==> src/rtl/ahb_master_mux.sv <==
// ahb_master_mux: routes the arbiter-granted master onto the shared AHB bus.
//   Address phase: Haddr/Htrans/Hwrite/Hsize/Hburst follow Hmaster combinationally.
//   Data phase:    Hwdata follows Hmaster_data, which is registered from Hmaster on Hready.
//   A newly selected master that leads with SEQ has that beat forced to IDLE.
//   Each suppressed beat that completes on Hready=1 adds one to handover_err_cnt,
//   which saturates at all-ones.
// Ports:
//   Hclk, Hresetn            clock, async active-low reset
//   Hmaster, Hready          owner index from the arbiter, global transfer-complete strobe
//   M_*                      per-master buses, master i in slice i
//   Haddr..Hburst, Hwdata    shared bus outputs
//   Hmaster_data             data-phase owner
//   dphase_valid             data phase holds a NONSEQ/SEQ transfer
//   handover_err_cnt         saturating count of suppressed SEQ beats
// Optional: define AHB_MASTER_MUX_LOCK_EN to add M_Hmastlock, Hmastlock and Hmastlock_data.
module ahb_master_mux #(
    parameter int unsigned ADDR_W   = 32,
    parameter int unsigned DATA_W   = 32,
    parameter int unsigned ERRCNT_W = 8
) (
    input  logic                  Hclk,
    input  logic                  Hresetn,
    input  logic [1:0]            Hmaster,
    input  logic                  Hready,
    input  logic [4*ADDR_W-1:0]   M_Haddr,
    input  logic [7:0]            M_Htrans,
    input  logic [3:0]            M_Hwrite,
    input  logic [11:0]           M_Hsize,
    input  logic [11:0]           M_Hburst,
    input  logic [4*DATA_W-1:0]   M_Hwdata,
`ifdef AHB_MASTER_MUX_LOCK_EN
    input  logic [3:0]            M_Hmastlock,
    output logic                  Hmastlock,
    output logic                  Hmastlock_data,
`endif
    output logic [ADDR_W-1:0]     Haddr,
    output logic [1:0]            Htrans,
    output logic                  Hwrite,
    output logic [2:0]            Hsize,
    output logic [2:0]            Hburst,
    output logic [DATA_W-1:0]     Hwdata,
    output logic [1:0]            Hmaster_data,
    output logic                  dphase_valid,
    output logic [ERRCNT_W-1:0]   handover_err_cnt
);

    localparam logic [1:0] TR_IDLE   = 2'b00;
    localparam logic [1:0] TR_BUSY   = 2'b01;
    localparam logic [1:0] TR_NONSEQ = 2'b10;
    localparam logic [1:0] TR_SEQ    = 2'b11;

    // Per-master views of the flat input buses
    logic [ADDR_W-1:0] w_addr  [4];
    logic [DATA_W-1:0] w_wdata [4];
    logic [1:0]        w_trans [4];
    logic [2:0]        w_size  [4];
    logic [2:0]        w_burst [4];

    for (genvar gi = 0; gi < 4; gi++) begin : g_unpack
        assign w_addr[gi]  = M_Haddr[gi*ADDR_W +: ADDR_W];
        assign w_wdata[gi] = M_Hwdata[gi*DATA_W +: DATA_W];
        assign w_trans[gi] = M_Htrans[gi*2 +: 2];
        assign w_size[gi]  = M_Hsize[gi*3 +: 3];
        assign w_burst[gi] = M_Hburst[gi*3 +: 3];
    end

    logic [1:0]          r_prev_master;
    logic                r_handover_flag;
    logic [1:0]          r_hmaster_data;
    logic                r_dphase_valid;
    logic [ERRCNT_W-1:0] r_err_cnt;

    logic [1:0] w_sel_trans;
    logic       w_in_handover;
    logic       w_suppress;
    logic [1:0] w_htrans;
    logic       w_flag_next;

    // Handover policing and address-phase transfer type
    always_comb begin
        w_sel_trans   = w_trans[Hmaster];
        w_in_handover = r_handover_flag || (Hmaster != r_prev_master);
        w_suppress    = w_in_handover && (w_sel_trans == TR_SEQ);
        w_htrans      = (!Hresetn || w_suppress) ? TR_IDLE : w_sel_trans;
        // Only a clean NONSEQ/IDLE beat ends the handover window; BUSY and SEQ keep it open
        w_flag_next   = w_in_handover && (w_sel_trans == TR_BUSY || w_sel_trans == TR_SEQ);
    end

    // Data-phase owner and handover state; wait states hold everything
    always_ff @(posedge Hclk or negedge Hresetn) begin
        if (!Hresetn) begin
            r_prev_master   <= 2'd0;
            r_handover_flag <= 1'b0;
            r_hmaster_data  <= 2'd0;
            r_dphase_valid  <= 1'b0;
            r_err_cnt       <= '0;
        end else if (Hready) begin
            r_prev_master   <= Hmaster;
            r_handover_flag <= w_flag_next;
            r_hmaster_data  <= Hmaster;
            r_dphase_valid  <= w_htrans[1];
            if (w_suppress && (r_err_cnt != {ERRCNT_W{1'b1}}))
                r_err_cnt <= r_err_cnt + ERRCNT_W'(1);
        end
    end

    assign Haddr            = w_addr[Hmaster];
    assign Htrans           = w_htrans;
    assign Hwrite           = M_Hwrite[Hmaster];
    assign Hsize            = w_size[Hmaster];
    assign Hburst           = w_burst[Hmaster];
    assign Hwdata           = w_wdata[r_hmaster_data];
    assign Hmaster_data     = r_hmaster_data;
    assign dphase_valid     = r_dphase_valid;
    assign handover_err_cnt = r_err_cnt;

`ifdef AHB_MASTER_MUX_LOCK_EN
    logic r_lock_data;
    logic w_lock;

    assign w_lock = Hresetn && !w_suppress && M_Hmastlock[Hmaster];

    // Lock indication follows the address phase into the data phase
    always_ff @(posedge Hclk or negedge Hresetn) begin
        if (!Hresetn)
            r_lock_data <= 1'b0;
        else if (Hready)
            r_lock_data <= w_lock;
    end

    assign Hmastlock      = w_lock;
    assign Hmastlock_data = r_lock_data;
`endif

endmodule

==> config.mk <==
export PLATFORM = sky130hd
export DESIGN_NAME = ahb_master_mux
export DESIGN_NICKNAME = d
export VERILOG_FILES = /design/src/rtl/ahb_master_mux.sv
export SDC_FILE = /design/constraint.sdc
export NUM_CORES = 1
export LEC_CHECK = 0
export ABC_CLOCK_PERIOD_IN_PS = 4100
export BUFFER_PORTS_ARGS = -buffer_cell sky130_fd_sc_hd__buf_2
export CELL_PAD_IN_SITES_DETAIL_PLACEMENT = 1
export CELL_PAD_IN_SITES_GLOBAL_PLACEMENT = 1
export CORE_AREA = 3 3 146 148
export DETAILED_ROUTE_END_ITERATION = 10
export DIE_AREA = 0 0 149 151
export PLACE_DENSITY = 0.62
export RECOVER_POWER = 25
export SKIP_LAST_GASP = 1
export SLEW_MARGIN = 0
export SYNTH_ARGS = -nofsm -noshare
export SYNTH_HDL_FRONTEND = slang
export SYNTH_SLANG_ARGS = --single-unit
==> constraint.sdc <==
create_clock -name Hclk -period 4.1 [get_ports Hclk]
set_input_delay 0 -clock Hclk [delete_from_list [all_inputs] [get_ports Hclk]]
set_output_delay 0 -clock Hclk [all_outputs]
set_load 0.005 [all_outputs]
* Word-level counts from Yosys, hierarchy flattened *
Cells that the tools add are included.
W data, S select, Z words.

storage, ports and cells
  register bits = 12
  output and inout port bits = 84

operators by class
  mux-type cells = 18
  order comparisons = 3
  equal/unequal tests = 4
  reduce and logical (&&, ||, !) cells = 8
  bitwise logic cells = 2
  add/subtract/negate cells = 1

operator list
  cell                   number
  $bmux W32 S2           2
  $mux W32               4
  $bmux W3 S2            2
  $mux W3                4
  $add A8 B1 Y8 const B  1
  $ne A8 B8 Y1 const B   1
  $ge A3 B3 Y1 const B   2
  $mux W2                3
  $not A2 Y3             2
  $bmux W2 S2            1
  $logic_and A1 B1 Y1    3
  $logic_or A1 B1 Y1     3
  $lt A2 B3 Y1 const B   1
  $bmux W1 S2            1
  $eq A2 B1 Y1 const B   1
  $eq A2 B2 Y1 const B   1
  $ne A2 B2 Y1           1
  $reduce_and A2 Y1      1
  $logic_not A1 Y1       1
  $mux W1                1

* Longest topological paths before layout *
Gate-level depths: netlist of run 1.

  word-level depth = 8
  gate-level depth with buffers = 5
  mapped depth without buffers = 5

* Least setup slack after synthesis of run 1 *
Ideal clock, no wire load.

  kind = flip-flop to flip-flop
  from = register Hmaster_data[1] (netlist name)
  to = register r_err_cnt[1], in the netlist handover_err_cnt[1]
  cell stages (with the launch flop) = 6
  data arrival time = 1.501 ns
  path slack = 2.474 ns
  library setup time = 0.125 ns
  required time = 3.975 ns
  clock period less this slack = 1.626 ns
  cell sequence = dfrtp_1 buf_2 xor2_1 o31ai_4 nor2_4 mux2_4

RTL lines
  what                  RTL line  source
  end signal, assigned  103       r_err_cnt <= r_err_cnt + ERRCNT_W'(1);
  end, declared         71        logic [ERRCNT_W-1:0] r_err_cnt;

* Worst setup path in the final report of run 1 *
  from = input Hmaster[1]
  to = output Haddr[26]

on the way
  word-level cells in the longest chain between the ends = 4

RTL lines
  what                                          RTL line  source
  start, declared                               23        input logic [1:0] Hmaster,
  $not A2 Y3 (implied by the code)              107       assign Haddr = w_addr[Hmaster];
  $bmux W32 S2                                  107
  $mux W32 (implied by the code) (2 in series)  107
  end, declared                                 36        output logic [ADDR_W-1:0] Haddr,

Every way passes these cells. The select of a mux whose other input is x is not followed.

==> reports/qor.log, run 1 <==
[clocking] number of levels the H-tree was split into 1
[placement] final HPWL from detailed placement 13200 um
[floorplanning] chip width 149 um
[global_routing] number of global-route vias before repair 3706
[power_and_ir_drop] sequential group share of total power 0.204
[clocking] number of setup buffers added after CTS 0
[clocking] clock root buffer clkbuf_16
[worst_setup_path] worst path arrival time 2.60 ns
[sta] min Tclk post-route 2.60 ns
[worst_setup_path] depth of the worst register-to-register path 4
[clocking] number of clock sinks seen by CTS 12
[sta] Clock Skews 0.00383 ns
[routing] Routed wire per std cell 18.5 um
[power_and_ir_drop] Lkg Pwr 2.28 nW
[final_layout] Area growth syn-to-layout 95.9%
[worst_setup_path] critical path peak fanout 39
[clocking] total clock buffers created by CTS 3
[worst_setup_path] slowest CP cell clkbuf_1
[yosys] share of synthesized area occupied by flip-flops and latches 0.128
[worst_setup_path] kind of end point of the critical path output pin
[floorplanning] Die Ht 151 um
[final_layout] number of nets in the layout 809
[routing] router iterations before antenna repair 4
[sta] unrepaired setup endpoints after global routing no
[placement] gpl congestion 0.877
[yosys] post-synthesis area per instance 16.7 um2
[clocking] Max clock buf depth 2
[sta] final number of hold-violating endpoints 0
[worst_setup_path] critical path type in -> out
[power_and_ir_drop] switching power summed over all nets 308 uW
[min_path] Cells on Worst Hold Path 2
[global_routing] GRT Overall Usage 0.118
[worst_setup_path] Critical Path Source Type input pin
[worst_setup_path] required time reported for the critical path endpoint 4.10 ns
[power_and_ir_drop] Cell Pwr Density 202 nW/um2
[global_routing] number of antenna violations at the first check in global routing 2
[floorplanning] core area 20200 um2
[sta] total negative slack for setup checks 0 ns
[min_path] min-delay src Hready
[worst_setup_path] crit-path cells clkbuf_1 -> clkbuf_1 -> mux4_2 -> buf_2
[sta] worst-margin pin slew 2.21 ns
[clocking] clock latency at the later pin of the worst-skew pair 0.24 ns
[floorplanning] die outline area 22500 um2
[floorplanning] starting density of the core 0.116
[clocking] Clk pin slew, worst setup/hold paths 0.04 ns
[yosys] count of synthesis-stage warnings from yosys 0
[routing] DRT antenna net count 0
[routing] mean number of vias per cell 4.07
[worst_setup_path] launch point of the worst reg-to-reg path Hmaster_data[0]
[clocking] CTS-repair resized insts 0
[final_layout] post-route cell area 4590 um2
[yosys] mapped cell area 2340 um2
[routing] number of design rule violations left after detail routing 0
[sta] worst rel slew slack -0.474
[sta] Finish-stage setup viols 0
[sta] final hold slack 0.0768 ns
[clocking] clock tree from TritonCTS built
[placement] PortBufs 380
[final_layout] share of cells above drive strength 1 0.894
[power_and_ir_drop] total power 929 uW
[routing] via count 3178
[sta] Final Slew Violations 75
[yosys] distinct cell type count after synthesis 25
[worst_setup_path] cell repeated most along the worst path clkbuf_1
[min_path] type of the most critical hold path in -> reg
[power_and_ir_drop] Max VDD drop 135 uV
[placement] Post-DP Area 4520 um2
[sta] Highest Clock Rate 0.385 GHz
[power_and_ir_drop] proportion of power drawn by the clock network 0.198
[global_routing] grt ovf 0
[status] result of the run finished, violations left
[yosys] net count after synthesis 438
[flow_run] max_cap viols 2
[power_and_ir_drop] internal power 621 uW
[global_routing] pin count of the biggest net entering global routing 40
[routing] DRT iter0 DRCs 45
[yosys] flip-flop and latch count after synthesis 12
[status] failing checks max-capacitance violations, max-slew violations
[worst_setup_path] Max stage delay on crit path 1.61 ns
[floorplanning] num ports 381
[power_and_ir_drop] switching part of the total power 0.332
[power_and_ir_drop] Gate power share 0.598
[sta] fraction of the cycle the final worst path needs 0.634
[routing] Detailed Route WL 14500 um
[yosys] count of mapped cells out of synthesis 140
[global_routing] wire length of the first global-routing pass 20600 um
[worst_setup_path] worst setup path start Hmaster[1]
[floorplanning] site row count 52
==> cells in the mapped netlist <==
cell,number,share of area
dfrtp_1,12,0.13
nor3_1,4,0.0085
mux2_2,2,0.0096
buf_1,2,0.0032
buf_2,10,0.021
xor2_1,9,0.034
mux4_2,73,0.70
buf_6,1,0.0048
and3_4,1,0.0048
mux2i_1,1,0.0043
clkbuf_1,6,0.0096
o31ai_4,1,0.0091
inv_1,2,0.0032
ha_1,1,0.0053
and3_1,2,0.0053
o2111ai_1,1,0.0037
o31ai_1,1,0.0032
nand2_1,2,0.0032
nor4_2,1,0.0053
nand4_1,2,0.0053
nand3_1,1,0.0021
o211ai_2,1,0.0053
nor2_4,1,0.0048
mux2_4,2,0.013
nor2_1,1,0.0016
==> final cells by class <==
type | count | area (um2)
fill | 2465 | 15600
antenna | 1 | 2.50
tap | 270 | 338
sequential | 12 | 302
multi-input combinational | 107 | 1940
inverter | 2 | 7.51
clock buffer | 4 | 78.8
timing repair buffer | 385 | 1920
==> per-layer routing <==
| layer | wire, um | share of wire | track usage |
|---|---|---|---|
| met5 | 13 | 0.00090 | 0 |
| met4 | 34 | 0.0024 | 0.0114 |
| met2 | 7980 | 0.55 | 0.240 |
| met3 | 1470 | 0.10 | 0.0260 |
| met1 | 4970 | 0.34 | 0.129 |
==> worst paths after layout <==
check | slack [ns] | to
setup / recovery | 1.50 | Haddr[26]
hold / removal | 0.08 | r_handover_flag
setup reg to reg | 1.97 | handover_err_cnt[1]
hold reg to reg | 0.49 | handover_err_cnt[7]
max in group asynchronous | 3.28 | Hmaster_data[0]
min in group asynchronous | 0.32 | dphase_valid
==> cells in the final DEF (no fill, tap or decap), types with 3 or more instances in the layout <==
cell / netlist / final
nor3_1: 4 / 4
clkbuf_16: 0 / 3
xor2_1: 9 / 9
clkbuf_1: 6 / 15
dfrtp_1: 12 / 11
buf_2: 10 / 368
mux4_2: 73 / 73
==> per-stage QoR <==
| step | util | instances | worst slack, ns |
|---|---|---|---|
| floorplan | - | 140 | 2.47 |
| global placement | 0.224 | 775 | 1.97 |
| detailed placement | 0.224 | 775 | 1.91 |
| CTS | 0.229 | 780 | 1.79 |
| global route | 0.228 | 781 | 1.23 |
| finish | 0.228 | 781 | 1.50 |
==> flip-flops by register name, summed over array words and instances, names as in the netlist <==
name,flops
Hmaster_data,2
r_handover_flag,1
handover_err_cnt,8
dphase_valid,1
==> worst max-delay path: cells and delay by family <==
| kind | cells | cell delay [ns] |
|---|---|---|
| buf+inv | 3 | 2.05 |
| mux | 1 | 0.51 |
==> timing repair <==
item                                    CTS  global route
endpoints found under the setup margin    0             0
endpoints found under the hold margin    12             0
hold buffers                              1             0
==> power by group through the flow <==
| stage | clock network [mW] | logic (mW) | registers [mW] |
|---|---|---|---|
| final | 0.184 | 0.555 | 0.189 |
| after global routing | 0.194 | 0.609 | 0.197 |
| after CTS | 0.186 | 0.568 | 0.191 |
| after detailed placement | 0 | 0.562 | 0.193 |
| after global placement | 0 | 0.552 | 0.193 |
| after floorplan | 0 | 0.277 | 0.174 |
==> cell families (layout without fill, tap and decap cells) <==
family / after synthesis / in the layout / share of synthesized area
buf+inv: 21 / 391 / 0.0422
xor+xnor: 9 / 9 / 0.0336
compound gates: 4 / 4 / 0.0214
mux: 78 / 78 / 0.728
other cells: 0 / 1 / 0
fa+ha+maj: 1 / 1 / 0.00534
simple gates: 15 / 15 / 0.0411
flops: 12 / 12 / 0.128
Power figures use the tool's default switching activity.
==> run 2, diff against run 1 <==
--- a/config.mk
+++ b/config.mk
@@ -5,14 +5,14 @@
 export SDC_FILE = /design/constraint.sdc
 export NUM_CORES = 1
 export LEC_CHECK = 0
-export ABC_CLOCK_PERIOD_IN_PS = 4100
+export ABC_CLOCK_PERIOD_IN_PS = 2650
 export BUFFER_PORTS_ARGS = -buffer_cell sky130_fd_sc_hd__buf_2
 export CELL_PAD_IN_SITES_DETAIL_PLACEMENT = 1
 export CELL_PAD_IN_SITES_GLOBAL_PLACEMENT = 1
-export CORE_AREA = 3 3 146 148
+export CORE_AREA = 3 3 149 151
 export DETAILED_ROUTE_END_ITERATION = 10
-export DIE_AREA = 0 0 149 151
-export PLACE_DENSITY = 0.62
+export DIE_AREA = 0 0 152 154
+export PLACE_DENSITY = 0.6
 export RECOVER_POWER = 25
 export SKIP_LAST_GASP = 1
 export SLEW_MARGIN = 0
==> constraint.sdc (replaced) <==
create_clock -name Hclk -period 2.65 [get_ports Hclk]
set_input_delay 0 -clock Hclk [delete_from_list [all_inputs] [get_ports Hclk]]
set_output_delay 0 -clock Hclk [all_outputs]
set_load 0.005 [all_outputs]
==> reports/qor.log, run 2 (synthesis results as in run 1) <==
[clocking] Clk pin slew, worst setup/hold paths 0.05 ns
[min_path] type of the most critical hold path in -> reg
[sta] unrepaired setup endpoints after global routing no
[clocking] CTS-repair resized insts 0
[worst_setup_path] slowest CP cell dfrtp_2
[final_layout] leading cell type in the layout, fill and taps excluded buf_2
[placement] gpl congestion 0.894
[global_routing] number of global-route vias before repair 3750
[routing] mean number of vias per cell 4.08
[sta] min Tclk post-route 2.06 ns
[floorplanning] chip width 152 um
[routing] Detailed Route WL 15600 um
[flow_run] max_cap viols 0
[final_layout] top library cells by usage in the layout, fill and taps aside buf_2 (371), mux4_2 (73), dfrtp_1 (11)
[final_layout] Area growth syn-to-layout 96.9%
[worst_setup_path] Critical path buffers and inverters 2
[clocking] clock latency at the later pin of the worst-skew pair 0.24 ns
[sta] worst rel slew slack 0.415
[sta] total negative slack for setup checks 0 ns
[routing] number of design rule violations left after detail routing 0
[floorplanning] core area 21000 um2
[power_and_ir_drop] proportion of power drawn by the clock network 0.201
[final_layout] area of combinational cells with multiple inputs 1940 um2
[power_and_ir_drop] Lkg Pwr 2.30 nW
[power_and_ir_drop] switching power summed over all nets 480 uW
[worst_setup_path] kind of end point of the critical path output pin
[global_routing] number of antenna violations at the first check in global routing 2
[clocking] clock tree from TritonCTS built
[sta] Clock Skews 0.00384 ns
[sta] final number of hold-violating endpoints 0
[worst_setup_path] critical path peak fanout 22
[final_layout] share of cells above drive strength 1 0.904
[global_routing] grt ovf 0
[floorplanning] num ports 381
[worst_setup_path] Critical Path Source Type flip-flop
[clocking] Max clock buf depth 2
[placement] instance count after placement with tap cells included 781
[worst_setup_path] required time reported for the critical path endpoint 2.65 ns
[final_layout] flip-flop count of the largest register, all copies and words added 8
[worst_setup_path] delay-heaviest family, CP flip-flops
[routing] router iterations before antenna repair 4
[final_layout] number of nets in the layout 810
[routing] Routed wire per std cell 19.8 um
[routing] DRT iter0 DRCs 74
[power_and_ir_drop] total power 1.43 mW
[global_routing] wire length of the first global-routing pass 22600 um
[worst_setup_path] crit-path cells buf_4 -> mux4_2 -> buf_2
[final_layout] Sequential cell area 302 um2
[power_and_ir_drop] Max VDD drop 178 uV
[status] result of the run complete, no violations
[power_and_ir_drop] Gate power share 0.603
[worst_setup_path] critical path type reg -> out
[power_and_ir_drop] internal power 954 uW
[sta] worst-margin pin slew 0.877 ns
[power_and_ir_drop] Cell Pwr Density 311 nW/um2
[sta] Finish-stage setup viols 0
[final_layout] final cell count without fillers 788
[floorplanning] site row count 53
[clocking] number of clock sinks seen by CTS 12
[sta] Final Slew Violations 0
[worst_setup_path] worst path arrival time 2.06 ns
[floorplanning] starting density of the core 0.112
[placement] PortBufs 380
[final_layout] fill cell count 2533
[clocking] total clock buffers created by CTS 3
[clocking] clock root buffer clkbuf_16
[global_routing] pin count of the biggest net entering global routing 40
[floorplanning] Die Ht 154 um
[placement] final HPWL from detailed placement 14400 um
[floorplanning] die outline area 23400 um2
[power_and_ir_drop] sequential group share of total power 0.196
[power_and_ir_drop] switching part of the total power 0.335
[routing] via count 3212
[worst_setup_path] Max stage delay on crit path 0.62 ns
[routing] DRT antenna net count 0
[clocking] number of levels the H-tree was split into 1
[sta] fraction of the cycle the final worst path needs 0.776
[global_routing] GRT Overall Usage 0.124
[sta] Highest Clock Rate 0.486 GHz
==> run 2: metal layers <==
layer | share of wire | wire [um] | up-vias | track usage
li1 | - | - | 1392 | -
met5 | 0 | 0 | - | 0
met1 | 0.37 | 5800 | 1560 | 0.142
met2 | 0.53 | 8200 | 245 | 0.232
met4 | 0.015 | 240 | 0 | 0.0295
met3 | 0.086 | 1330 | 15 | 0.0315
==> run 2: path summary, 6_finish.rpt <==
path,slack [ns],endpoint,startpoint,cells past startpoint
min in group asynchronous,0.34,handover_err_cnt[0],Hresetn,2
max in group asynchronous,1.79,Hmaster_data[0],Hresetn,2
hold reg to reg,0.51,handover_err_cnt[0],handover_err_cnt[0],1
setup / recovery,0.59,Hwdata[16],Hmaster_data[0],3
hold / removal,0.09,r_handover_flag,Hready,2
setup reg to reg,0.82,handover_err_cnt[1],Hmaster_data[0],4
==> run 2: what timing repair did <==
item,in CTS,in global routing
setup buffers,0,0
hold buffers,1,0
endpoints found under the hold margin,12,0
==> run 2: cell type report <==
| cell class | count | area share |
|---|---|---|
| diodes | 2 | 0.00108 |
| clock buffers | 4 | 0.0171 |
| inverters | 2 | 0.00163 |
| multi-input cells | 107 | 0.421 |
| flip-flops and latches | 12 | 0.0653 |
| well taps | 275 | 0.0746 |
| repair buffers | 386 | 0.419 |
==> run 2: power by group through the flow <==
stage / clock network, mW / registers, mW / logic, mW
6_report: 0.288 / 0.281 / 0.866
5_1_grt: 0.301 / 0.292 / 0.947
4_1_cts: 0.293 / 0.284 / 0.893
3_5_place_dp: 0 / 0.286 / 0.889
3_3_place_gp: 0 / 0.285 / 0.877
2_1_floorplan: 0 / 0.269 / 0.428
==> run 2: stage by stage <==
| stage | util | instance area (um2) | hold slack, ns | worst slack [ns] |
|---|---|---|---|---|
| finish | 0.220 | 4610 | 0.0864 | 0.594 |
| floorplan | - | 2340 | -0.296 | 1.02 |
| CTS | 0.221 | 4630 | 0.0826 | 0.547 |
| global route | 0.220 | 4610 | 0.106 | 0.438 |
| global placement | 0.217 | 4540 | -0.0853 | 0.830 |
| detailed placement | 0.217 | 4540 | -0.0869 | 0.808 |
